`config.mk`:
```
export PLATFORM = sky130hd
export DESIGN_NAME = ksa_swap_fsm
export DESIGN_NICKNAME = d
export VERILOG_FILES = /design/src/rtl/ksa_pkg.sv /design/src/rtl/key_byte_sel.sv /design/src/rtl/ksa_swap_fsm.sv
export SDC_FILE = /design/constraint.sdc
export NUM_CORES = 1
export LEC_CHECK = 0
export BUFFER_PORTS_ARGS = -buffer_cell sky130_fd_sc_hd__buf_4
export CAP_MARGIN = 20
export CELL_PAD_IN_SITES_DETAIL_PLACEMENT = 0
export CELL_PAD_IN_SITES_GLOBAL_PLACEMENT = 1
export CORE_ASPECT_RATIO = 0.9
export CORE_MARGIN = 2
export CORE_UTILIZATION = 40
export CTS_CLUSTER_DIAMETER = 200
export DETAILED_ROUTE_END_ITERATION = 10
export GPL_TIMING_DRIVEN = 0
export PLACE_DENSITY = 0.79
export SLEW_MARGIN = 0
export SYNTH_ARGS = -nofsm -noshare
export SYNTH_HDL_FRONTEND = slang
export SYNTH_SLANG_ARGS = --single-unit
```
`constraint.sdc`:
```
create_clock -name clk -period 4.5 [get_ports clk]
set_input_delay 0.9 -clock clk [delete_from_list [all_inputs] [get_ports clk]]
set_output_delay 0.9 -clock clk [all_outputs]
set_load 0.02 [all_outputs]
```
`src/rtl/ksa_pkg.sv`:
```
`default_nettype none
// ============================================================================
// Module  : ksa_pkg
// Brief   : Shared state encoding and defaults for the RC4 key-schedule swap FSM.
// Revision: 1.0
// ============================================================================
package ksa_pkg;

    localparam int KEY_LEN_DEFAULT = 3;

    // Bit 4 is the write strobe and bit 3 the finish pulse, so both outputs
    // come straight from a state flop.
    typedef enum logic [4:0] {
        IDLE  = 5'b00_000,
        RD_I  = 5'b00_001,
        GET_I = 5'b00_010,
        RD_J  = 5'b00_011,
        GET_J = 5'b00_100,
        NEXT  = 5'b00_101,
        WR_I  = 5'b10_000,
        WR_J  = 5'b10_001,
        DONE  = 5'b01_000
    } state_e;

endpackage
`default_nettype wire

```
`src/rtl/key_byte_sel.sv`:
```
`default_nettype none
// ============================================================================
// Module  : key_byte_sel
// Brief   : Combinational select of key byte k; byte 0 is the most-significant.
// Revision: 1.0
// ============================================================================
module key_byte_sel #(
    parameter int KEY_LEN = 3,
    parameter int K_W     = 2
) (
    input  logic [8*KEY_LEN-1:0] key,
    input  logic [K_W-1:0]       k,
    output logic [7:0]           key_byte
);

    always_comb begin
        key_byte = '0;
        for (int idx = 0; idx < KEY_LEN; idx++) begin
            if (int'(k) == idx) begin
                key_byte = key[8*(KEY_LEN-1-idx) +: 8];
            end
        end
    end

endmodule
`default_nettype wire

```
`src/rtl/ksa_swap_fsm.sv`:
```
`default_nettype none
// ============================================================================
// Module  : ksa_swap_fsm
// Brief   : RC4 key-scheduling pass over an external 256-byte S-memory.
// Revision: 1.0
// ============================================================================
module ksa_swap_fsm
    import ksa_pkg::*;
#(
    parameter int KEY_LEN = KEY_LEN_DEFAULT
) (
    input  logic                 clk,
    input  logic                 rst,
    input  logic                 start,
    input  logic [8*KEY_LEN-1:0] secret_key,
    input  logic [7:0]           rd_data,
    output logic [7:0]           mem_addr,
    output logic [7:0]           wr_data,
    output logic                 wr_en,
    output logic                 finish
);

    localparam int K_W = (KEY_LEN > 1) ? $clog2(KEY_LEN) : 1;
    localparam logic [K_W-1:0] C_K_LAST = K_W'(KEY_LEN - 1);

    state_e               state_q, state_d;
    logic [7:0]           i_q, i_d;
    logic [7:0]           j_q, j_d;
    logic [K_W-1:0]       k_q, k_d;
    logic [7:0]           si_q, si_d;
    logic [7:0]           sj_q, sj_d;
    logic [8*KEY_LEN-1:0] key_q, key_d;
    logic [7:0]           mem_addr_q, mem_addr_d;
    logic [7:0]           wr_data_q, wr_data_d;
    logic [7:0]           w_key_byte;

    key_byte_sel #(
        .KEY_LEN (KEY_LEN),
        .K_W     (K_W)
    ) u_key_byte_sel (
        .key      (key_q),
        .k        (k_q),
        .key_byte (w_key_byte)
    );

    always_comb begin
        state_d    = state_q;
        i_d        = i_q;
        j_d        = j_q;
        k_d        = k_q;
        si_d       = si_q;
        sj_d       = sj_q;
        key_d      = key_q;
        mem_addr_d = '0;
        wr_data_d  = '0;

        case (state_q)
            IDLE: begin
                if (start) begin
                    state_d = RD_I;
                    key_d   = secret_key;
                    i_d     = '0;
                    j_d     = '0;
                    k_d     = '0;
                end
            end
            RD_I:  state_d = GET_I;
            GET_I: begin
                si_d    = rd_data;
                j_d     = j_q + rd_data + w_key_byte;
                state_d = RD_J;
            end
            RD_J:  state_d = GET_J;
            GET_J: begin
                sj_d    = rd_data;
                state_d = WR_I;
            end
            WR_I:  state_d = WR_J;
            WR_J:  state_d = NEXT;
            NEXT: begin
                if (i_q == 8'hFF) begin
                    state_d = DONE;
                end else begin
                    i_d     = i_q + 8'd1;
                    k_d     = (k_q == C_K_LAST) ? '0 : k_q + K_W'(1);
                    state_d = RD_I;
                end
            end
            DONE:    state_d = IDLE;
            default: state_d = IDLE;
        endcase

        // Outputs are staged for the state being entered so they are registered.
        case (state_d)
            RD_I:    mem_addr_d = i_d;
            RD_J:    mem_addr_d = j_d;
            WR_I: begin
                mem_addr_d = i_d;
                wr_data_d  = sj_d;
            end
            WR_J: begin
                mem_addr_d = j_d;
                wr_data_d  = si_d;
            end
            default: begin
                mem_addr_d = '0;
                wr_data_d  = '0;
            end
        endcase
    end

    always_ff @(posedge clk) begin
        if (rst) begin
            state_q    <= IDLE;
            i_q        <= '0;
            j_q        <= '0;
            k_q        <= '0;
            si_q       <= '0;
            sj_q       <= '0;
            key_q      <= '0;
            mem_addr_q <= '0;
            wr_data_q  <= '0;
        end else begin
            state_q    <= state_d;
            i_q        <= i_d;
            j_q        <= j_d;
            k_q        <= k_d;
            si_q       <= si_d;
            sj_q       <= sj_d;
            key_q      <= key_d;
            mem_addr_q <= mem_addr_d;
            wr_data_q  <= wr_data_d;
        end
    end

    assign mem_addr = mem_addr_q;
    assign wr_data  = wr_data_q;
    assign wr_en    = state_q[4];
    assign finish   = state_q[3];

endmodule
`default_nettype wire

```
-- Yosys cells after proc, flatten, opt, wreduce, memory -nomap -nowiden
Cells that the tools add are included.
- register bits after elaboration: 79
- input bits: 35
- output and inout bits: 18
- logic and storage cells: 56
- $add $sub $neg: 4
- equality and inequality tests: 17
- muxes and demuxes: 19
- reductions and logical operators: 7
- operators with widths (operator ; number):
    8-bit two-way mux ; 8
    8-bit one-hot mux with 2 select lines ; 4
    5-bit one-hot mux with 8 select lines ; 1
    5-bit == test (second input constant) ; 4
    8-bit adder ; 2
    5-bit by 2-bit == test with 1-bit output (second input constant) ; 3
    5-bit by 1-bit == test with 1-bit output (second input constant) ; 2
    5-bit by 3-bit == test with 1-bit output (second input constant) ; 2
    8-bit by 1-bit adder with 8-bit output (second input constant) ; 1
    8-bit == test (second input constant) ; 1
    2-bit == test (second input constant) ; 3
    2-bit two-way mux ; 3
    5-bit logical NOT ; 1
    5-bit two-way mux ; 1
    4-bit two-way mux ; 1
    2-bit != test (second input constant) ; 2
    2-bit one-hot mux with 2 select lines ; 1
    2-bit OR reduction ; 2
    3-bit AND reduction ; 1
    2-bit by 1-bit adder with 2-bit output (second input constant) ; 1
    2-bit logical NOT ; 1
    2-bit AND reduction ; 1
    2-bit nonzero test ; 1

-- Longest topological paths before layout
Gate-level depths: netlist (run 1).
- word-level depth: 7
- mapped depth: 15
- depth with buffers taken out: 14

-- Modules after synthesis
A second synthesis (run 1) with hierarchy kept.
- cells, all modules: 388
- area total of the unflattened synthesis: 3422.0 µm²
- modules (own cells, without submodules) (module ; instances ; cells each ; area each (µm²) ; seq. area each (µm²)):
    ksa_swap_fsm ; 1 ; 368 ; 3224.3 ; 1421.4
    key_byte_sel ; 1 ; 20 ; 197.7 ; 0.0

-- Least setup slack after synthesis (run 1)
No wires, ideal clock.
- kind: flip-flop to flip-flop
- from: register k_q[0]
- to: register mem_addr_q[7], in the netlist mem_addr[7]
- library setup time: 82 ps
- arrival: 3064 ps
- data required time: 4418 ps
- slack: 1353 ps
- stages on the path, launching flop included: 16
- path buffers: 1
- clock period less this slack: 3147 ps
- cells stage by stage: dfxtp_1 > buf_1 > mux2i_1 > nor2_1 > a21oi_1 > fa_1 > inv_1 > ha_1 > inv_1 > fa_1 > nand2b_1 > a21oi_1 > o21a_1 > o21ai_0 > a211o_1 > o221ai_1
- longest elaborated chain between the ends: 7
- elaborated cells between the ends (all ways): 9
- those cells by class: add/sub (1); eq/ne (2); mux (5); reduce/logical (1)
- ends and longest elaborated chain (item ; RTL line ; text):
    start: declaration ; ksa_swap_fsm.sv:29 ; logic [K_W-1:0] k_q, k_d;
    start signal: assignment ; ksa_swap_fsm.sv:127 ; k_q <= k_d;
    2-bit logical NOT ; key_byte_sel.sv:19 ; if (int'(k) == idx) begin
    8-bit two-way mux (2 in a row) ; key_byte_sel.sv:19 ;
    8-bit two-way mux (*) ; key_byte_sel.sv:19 ;
    8-bit adder (*) ; ksa_swap_fsm.sv:70 ; j_d = j_q + rd_data + w_key_byte;
    8-bit one-hot mux with 2 select lines (*) ; ksa_swap_fsm.sv:57 ; case (state_q)
    8-bit one-hot mux with 2 select lines (*) ; ksa_swap_fsm.sv:94 ; case (state_d)
    end signal: assignment ; ksa_swap_fsm.sv:131 ; mem_addr_q <= mem_addr_d;
    end: declaration ; ksa_swap_fsm.sv:33 ; logic [7:0] mem_addr_q, mem_addr_d;
Every way passes the cells marked *; elsewhere a longest branch is shown, timed or not.
A chain may end at the register's enable or synchronous reset.

-- Worst setup path in the final report (run 1)
- from: register k_q[0]
- to: register mem_addr_q[6], in the netlist mem_addr[6]
Same word-level chain as after synthesis.

==> metrics.txt, run 1 <==
status=finished clean; commonest non-fill, non-tap cells in the layout=nand2_1, dfxtp_1, buf_4, a21oi_1, nor2_1; required time worst endpoint=4.76 ns; area grow syn2layout=23.15%; syn_nets=474; Via density=5.075; Ys Warns=0; Synth cell types=60; Clock Sinks=79; post-synthesis cell area=0.003643 mm^2; fin. max-slew vios=0; final setup fails=0; buffers added on ports=51; row count=33; period utilization=79.72%; CTS tree=yes; Worst Skew=0.01056 ns; GRT Total Usage=18.52%; hold_ws=0.4581 ns; Clock power frac=44.3%; Async S/R FF share, synth=0%; Net Sw Power=418.8 uW; cts bufs inserted=9; Int Power=1.373 mW; Post-Place Cells=597; drt total wl=8684 um; die area=0.009889 mm^2; fin cells=613; ys flop type=dfxtp_1; Routed Antenna Nets=0; Pleak=1.813 nW; Seq cells post-synth=79; Die X=104.6 um; CTS root buffer=clkbuf_8; Post-CTS Hold Buffers=0; TNS Setup=0 ns; DRC=0; critical setup path kind=register to register; CP startpoint kind=register; clock slew at reported path FFs=0.08 ns; DR vias=3111; clk_lat worst skew=0.35 ns; total power=1.791 mW; Post-DP HPWL=6508 um; Max Freq=278.8 MHz; Peak VDD IR=0.1848 mV; GPL Wtd Cong=0.8390; Initial Utilization=40.48%; H-Tree Depth=3; first-pass GRT wire length=14290 um; die height=94.54 um; WL/cell=14.17 um; core area=0.009001 mm^2; Fin. Hold Viols=0; maxcap violations=0; nets@finish=536; sw frac=23.38%; Flop pwr share=41.5%; EDFF count, synth=0; crit path DAT=3.85 ns; layout cells sized above 1=18.94%; grt total ovfl=0; Cell Pwr Density=399.3 mW/mm^2; pin count of the biggest net entering global routing=14; RSZ-0062 raised after global routing=no; Hold Path Class=register to register; register area share after synthesis=43.41%; Mapped Cells=424; Antenna Cells=0; syn_area_per_cell=8.593 um^2; vias in the first global route=2861; num ports=53; TritonRoute pass-1 iters=5; post_cts resized=0; DR iter-0 viols=131; crit-path max FO=10; CTS max path bufs=2; Worst-Margin Slew=0.6360 ns; Post-CTS Setup Bufs=0; logic gate share of total power=14.3%; kind of end point of the critical path=register; min cycle time layout=3.587 ns; commonest non-fill, non-tap cell in the layout=nand2_1; Filler Cells Inserted=909; normalized max-slew margin=57.60%; initial antenna violation count=0
-- sequential cells by signal, summed over array words and instances (netlist names) --
register	count
wr_data	8
mem_addr	8
i_q	8
sj_q	8
state_q	5
k_q	2
key_q	24
si_q	8
j_q	8
-- worst paths after layout --
kind	cells past startpoint	slack, ns	end	from
min reg2reg	2	0.46	si_q[0]	si_q[0]
max reg2reg	13	0.91	mem_addr[6]	k_q[0]
max	13	0.91	mem_addr[6]	k_q[0]
min	2	0.46	si_q[0]	si_q[0]
-- stage by stage --
step / cell area (um^2) / util (%) / worst slack [ns]
6_report: 4487 / 49.85 / 0.9128
5_1_grt: 4487 / 49.85 / 0.5764
4_1_cts: 4487 / 49.85 / 0.9179
3_5_place_dp: 4179 / 46.43 / 0.9452
3_3_place_gp: 4179 / 46.43 / 0.9271
2_1_floorplan: 3643 / - / 1.353
-- worst max-delay path, stage by stage (launching register included) --
cell and delay [ns]:
dfxtp_1 0.36, buf_1 0.49, mux2i_1 0.29, nor2_1 0.06
a21oi_1 0.24, fa_1 0.47, inv_1 0.09, ha_1 0.26
o21ai_0 0.08, nor2_1 0.08, or4b_2 0.61, a31oi_1 0.21
a21oi_1 0.08, o2bb2ai_1 0.17
-- logic make-up after synthesis --
family | Yosys count | share of synthesized area [%]
AND/OR/NAND/NOR | 176 | 22.46
AO/OA/AOI/OAI | 96 | 16.76
flip-flops | 79 | 43.41
buffers and inverters | 40 | 5.735
adder cells (fa/ha/maj) | 15 | 6.799
multiplexers | 13 | 3.640
XOR/XNOR | 5 | 1.202
-- layer usage --
| layer | part of all wire (%) | routed length (um) | track usage [%] |
|---|---|---|---|
| met2 | 46 | 4015 | 29.74 |
| met5 | 0 | 0 | 0 |
| met3 | 4.8 | 413 | 4.210 |
| met4 | 0.67 | 58 | 5.667 |
| met1 | 48 | 4196 | 25.02 |
-- power groups by stage --
stage	combinational [mW]	sequential, mW	clock [mW]
floorplan	0.176	0.757	0
detailed placement	0.256	0.759	0
global route	0.290	0.746	0.838
global placement	0.253	0.759	0
finish	0.256	0.743	0.793
CTS	0.257	0.743	0.812
-- cells in the mapped netlist, types with 2 or more instances --
| cell type | instances | area share (%) |
|---|---|---|
| a211oi_1 | 4 | 0.82 |
| a21oi_1 | 48 | 6.6 |
| a22o_1 | 12 | 2.9 |
| a22oi_1 | 4 | 0.82 |
| a31oi_1 | 2 | 0.34 |
| and2_2 | 2 | 0.41 |
| and3_1 | 2 | 0.34 |
| and4_1 | 2 | 0.48 |
| buf_2 | 2 | 0.27 |
| buf_4 | 2 | 0.41 |
| buf_6 | 2 | 0.62 |
| clkbuf_1 | 14 | 1.4 |
| clkbuf_8 | 3 | 1.1 |
| dfxtp_1 | 79 | 43 |
| fa_1 | 8 | 4.4 |
| ha_1 | 7 | 2.4 |
| inv_1 | 15 | 1.5 |
| mux2_2 | 2 | 0.62 |
| mux2i_1 | 11 | 3.0 |
| nand2_1 | 99 | 10 |
| nand2b_1 | 4 | 0.69 |
| nand3_1 | 5 | 0.69 |
| nand4_1 | 4 | 0.69 |
| nor2_1 | 31 | 3.2 |
| nor2b_1 | 3 | 0.52 |
| nor3_1 | 5 | 0.69 |
| o21ai_0 | 11 | 1.5 |
| o221ai_1 | 2 | 0.48 |
| o2bb2ai_1 | 2 | 0.48 |
| o31ai_2 | 2 | 0.69 |
| or3_1 | 3 | 0.52 |
| xnor2_1 | 2 | 0.48 |
| xor2_1 | 3 | 0.72 |
-- cell type report --
class	instances	area, um^2	area share (%)
timing repair buffer	51	382.9	8.533
inverter	15	56.30	1.255
sequential	79	1582	35.25
clock inverter	6	180.2	4.016
tap	122	152.6	3.402
buffer	25	152.6	3.402
multi-input combinational	305	1853	41.30
clock buffer	10	127.6	2.844
Power figures use the tool's default switching activity.
==> inputs of run 2 (changes only) <==
- CORE_UTILIZATION: 40 -> 38
- clock period: 4.5 -> 3.21 ns (I/O delays scaled with it)
==> metrics.txt, run 2 (same netlist as run 1, synthesis figures left out) <==
total power=2.091 mW; GRT Total Usage=17.37%; clk_lat worst skew=0.36 ns; delay-heaviest family, CP=compound AO/OA/AOI/OAI gates; critical-path cell list=buf_8 -> mux2i_4 -> o21ai_2 -> fa_1 -> ha_4 -> a211oi_2 -> nor2_2 -> or4b_2 -> a31oi_1 -> a21oi_1 -> o2bb2ai_1; sw frac=29.83%; commonest non-fill, non-tap cells in the layout=nand2_1, dfxtp_1, buf_4, a21oi_1, nor2_1; critical path's slowest cell=or4b_2; Fin. Hold Viols=0; Post-CTS Hold Buffers=0; fin. max-slew vios=0; Worst-Margin Slew=0.5987 ns; TNS Setup=0 ns; Post-Route Utilization=48.50%; R2R setup slack=0.007 ns; row count=33; drt total wl=8741 um; Clock power frac=31.8%; die area=0.01039 mm^2; CP startpoint kind=register; first-pass GRT wire length=14220 um; Clock Sinks=79; Initial Utilization=39.57%; GPL Wtd Cong=0.8270; Worst Skew=0.01071 ns; pin count of the biggest net entering global routing=15; period utilization=99.79%; Routed Antenna Nets=0; hold path cells=2; area grow syn2layout=22.56%; Flop pwr share=49.8%; cts bufs inserted=9; Antenna Cells=0; critical setup path kind=register to register; num ports=53; kind of end point of the critical path=register; min cycle time layout=3.203 ns; hold_ws=0.4569 ns; CTS max path bufs=2; required time worst endpoint=3.47 ns; CTS root buffer=clkbuf_8; normalized max-slew margin=59.87%; Via density=4.997; Max Freq=312.2 MHz; DRC=0; Register-to-Register Path Depth=11; clock slew at reported path FFs=0.09 ns; CTS tree=yes; H-Tree Depth=3; commonest non-fill, non-tap cell in the layout=nand2_1; crit-path max FO=8; grt total ovfl=0; nets@finish=539; WL/cell=14.19 um; layout cells sized above 1=22.47%; Cell Pwr Density=468.2 mW/mm^2; Pleak=1.774 nW; WP depth=11; maxcap violations=0; final setup fails=0; Top reg by flops=key_q; logic gate share of total power=18.4%; Hold Path Class=register to register; DR vias=3078; Net Sw Power=623.8 uW; largest stage delay on the critical path=0.61 ns; initial antenna violation count=0; Peak VDD IR=0.2069 mV; crit path DAT=3.47 ns; DR iter-0 viols=143; Filler Cells Inserted=922; TritonRoute pass-1 iters=4; die height=96.90 um; Die X=107.2 um; buffers added on ports=51; Post-DP HPWL=6563 um; vias in the first global route=2915; Buf/Inv on CP=1; number of flip-flops in the largest register=24; status=finished clean; core area=0.009208 mm^2; Int Power=1.467 mW
==> run 2: cell types whose count changed in the layout (fill, tap and decap cells not counted), sizes merged <==
cell / change
buf: +2
bufinv: -6
clkinv: +2
clkinvlp: +4
clkbuf: +1
==> run 2: path summary, 6_finish.rpt <==
path                  start     endpoint
hold / removal    key_q[12]    key_q[12]
setup / recovery     k_q[0]  mem_addr[6]
hold reg to reg   key_q[12]    key_q[12]
setup reg to reg     k_q[0]  mem_addr[6]
==> run 2: final cells by class <==
class / count / area, um^2 / area share, %
buffer: 25 / 167.7 / 3.755
multi-input combinational: 305 / 1923 / 43.07
inverter: 15 / 56.30 / 1.261
clock inverter: 6 / 47.55 / 1.065
clock buffer: 10 / 127.6 / 2.858
timing repair buffer: 54 / 405.4 / 9.078
sequential: 79 / 1585 / 35.50
tap: 122 / 152.6 / 3.418
==> run 2: per-layer routing <==
layer / track usage [%] / up-vias / routed length [um] / share of wire [%]
met5: 0 / - / 0 / 0
met4: 5.195 / 0 / 104 / 1.2
met3: 3.841 / 10 / 420 / 4.8
met2: 27.22 / 71 / 3972 / 45
met1: 23.86 / 1416 / 4244 / 49
li1: - / 1581 / - / -
==> run 2: repair_timing <==
action	in CTS	in global routing
setup endpoints to repair	9	5
gates resized for setup	6	19
setup buffers	0	3
pin swaps	2	7
==> run 2: stage by stage <==
step / instance area, um^2 / std cells / worst slack (ns)
6_report: 4466 / 616 / 0.006630
5_1_grt: 4466 / 616 / -0.02967
4_1_cts: 4372 / 613 / 0.008921
3_5_place_dp: 4179 / 597 / -0.4516
3_3_place_gp: 4179 / 597 / -0.4164
2_1_floorplan: 3643 / 424 / 0.06316
==> run 2: power groups by stage <==
stage	clock network (mW)	logic [mW]	registers, mW
floorplan	0	0.246	1.06
global placement	0	0.354	1.06
detailed placement	0	0.360	1.06
CTS	0.679	0.365	1.04
global route	0.718	0.428	1.05
finish	0.665	0.384	1.04
==> run 2: worst min-delay path, stage by stage (launching register included) <==
cell and delay [ns]:
dfxtp_1 0.32, nand2_1 0.05, a21oi_1 0.05
==> inputs of run 3 (changes only) <==
- MAX_ROUTING_LAYER: not set -> met4
==> metrics.txt, run 3 (same netlist as run 1, synthesis figures left out) <==
fin. max-slew vios=0; Post-DP HPWL=6563 um; sw frac=29.75%; pre-CTS setup slack=-0.4516 ns; hold path cells=2; area grow syn2layout=22.56%; Peak VDD IR=0.2070 mV; crit path DAT=3.45 ns; vias in the first global route=2914; drt total wl=8756 um; H-Tree Depth=3; CTS max path bufs=2; Clock Sinks=79; logic gate share of total power=18.4%; reg-to-reg startpoint=k_q[0]; WL/cell=14.21 um; die area=0.01039 mm^2; Clock power frac=31.7%; Via density=5.016; DRC=0; Antenna Cells=0; Max Freq=313.6 MHz; TritonRoute pass-1 iters=4; hold_ws=0.4568 ns; kind of end point of the critical path=register; grt peak-use layer=met2; GRT Total Usage=17.89%; met2 Resource Use GR=27.22%; Die X=107.2 um; commonest non-fill, non-tap cells in the layout=nand2_1, dfxtp_1, buf_4, a21oi_1, nor2_1; Int Power=1.467 mW; num ports=53; pin count of the biggest net entering global routing=15; Net Sw Power=621.4 uW; Flop pwr share=49.9%; initial antenna violation count=0; number of flip-flops in the largest register=24; crit-path max FO=8; Pleak=1.774 nW; die height=96.90 um; maxcap violations=0; Hold Path Class=register to register; worst hold start=key_q[0]; normalized max-slew margin=59.63%; Routed Antenna Nets=0; final setup fails=0; status=finished clean; DR vias=3090; Initial Utilization=39.57%; Worst Skew=0.01072 ns; first-pass GRT wire length=14230 um; CTS tree=yes; grt total ovfl=0; critical setup path kind=register to register; Top reg by flops=key_q; R2R setup slack=0.02 ns; clk_lat worst skew=0.36 ns; commonest non-fill, non-tap cell in the layout=nand2_1; CTS root buffer=clkbuf_8; met3 Use GR=3.706%; GPL Wtd Cong=0.8395; Cell Pwr Density=467.7 mW/mm^2; clock slew at reported path FFs=0.08 ns; Post-CTS Hold Buffers=0; core area=0.009208 mm^2; cts bufs inserted=9; GR Layer Usage met1=24.03%; period utilization=99.34%; CP startpoint kind=register; Post-Route Utilization=48.50%; Crit Reg-Reg Endpoint=mem_addr[6]; required time worst endpoint=3.47 ns; nets@finish=539; buffers added on ports=51; layout cells sized above 1=22.47%; end of the worst hold path=key_q[0]; final worst setup slack=0.02126 ns; Fin. Hold Viols=0; min cycle time layout=3.189 ns; Register-to-Register Path Depth=11; DR iter-0 viols=139; Worst-Margin Slew=0.6023 ns; row count=33
-- run 3: power by group through the flow --
stage / logic [mW] / registers (mW) / clock network, mW
floorplan: 0.246 / 1.06 / 0
global placement: 0.354 / 1.06 / 0
detailed placement: 0.360 / 1.06 / 0
CTS: 0.365 / 1.04 / 0.679
global route: 0.428 / 1.05 / 0.718
finish: 0.385 / 1.04 / 0.663
-- run 3: worst max path at each step --
stage          depth (start not counted)    from           to
2_1_floorplan                         15  k_q[0]  mem_addr[7]
3_3_place_gp                          11  k_q[0]  mem_addr[6]
3_5_place_dp                          11  k_q[0]  mem_addr[6]
4_1_cts                               11  k_q[0]  mem_addr[6]
5_1_grt                               11  k_q[0]  mem_addr[6]
6_report                              11  k_q[0]  mem_addr[6]
-- run 3: cell type report --
cell class | instances | area, um^2
tap | 122 | 152.6
inverter | 15 | 56.30
sequential | 79 | 1585
buffer | 25 | 167.7
multi-input combinational | 305 | 1923
clock buffer | 10 | 127.6
timing repair buffer | 54 | 405.4
fill | 922 | 4742
clock inverter | 6 | 47.55
-- run 3: through the flow --
step | instance area [um^2] | power, mW | instances | setup TNS [ns]
final | 4466 | 2.089 | 616 | 0
after global placement | 4179 | 1.418 | 597 | -1.847
after floorplan | 3643 | 1.307 | 424 | 0
after detailed placement | 4179 | 1.425 | 597 | -1.936
after CTS | 4372 | 2.085 | 613 | 0
after global routing | 4466 | 2.192 | 616 | -0.02969
-- run 3: critical path, stage by stage (launching register included) --
cell and delay, ns:
dfxtp_4 0.37, buf_8 0.14, mux2i_4 0.25, o21ai_2 0.09, fa_1 0.60, ha_4 0.22, a211oi_2 0.23, nor2_2 0.08
or4b_2 0.61, a31oi_1 0.22, a21oi_1 0.09, o2bb2ai_1 0.20
-- run 3: metal layers --
metal | vias up | part of all wire, %
met1 | 1428 | 48
met3 | 10 | 5.1
met4 | 0 | 1.2
met2 | 72 | 45
met5 | - | 0
li1 | 1580 | -
-- run 3: what timing repair did --
action,CTS,global route
gates resized for setup,6,19
pin swaps,2,7
endpoints found under the hold margin,0,0
setup buffers,0,3
endpoints found under the setup margin,9,5
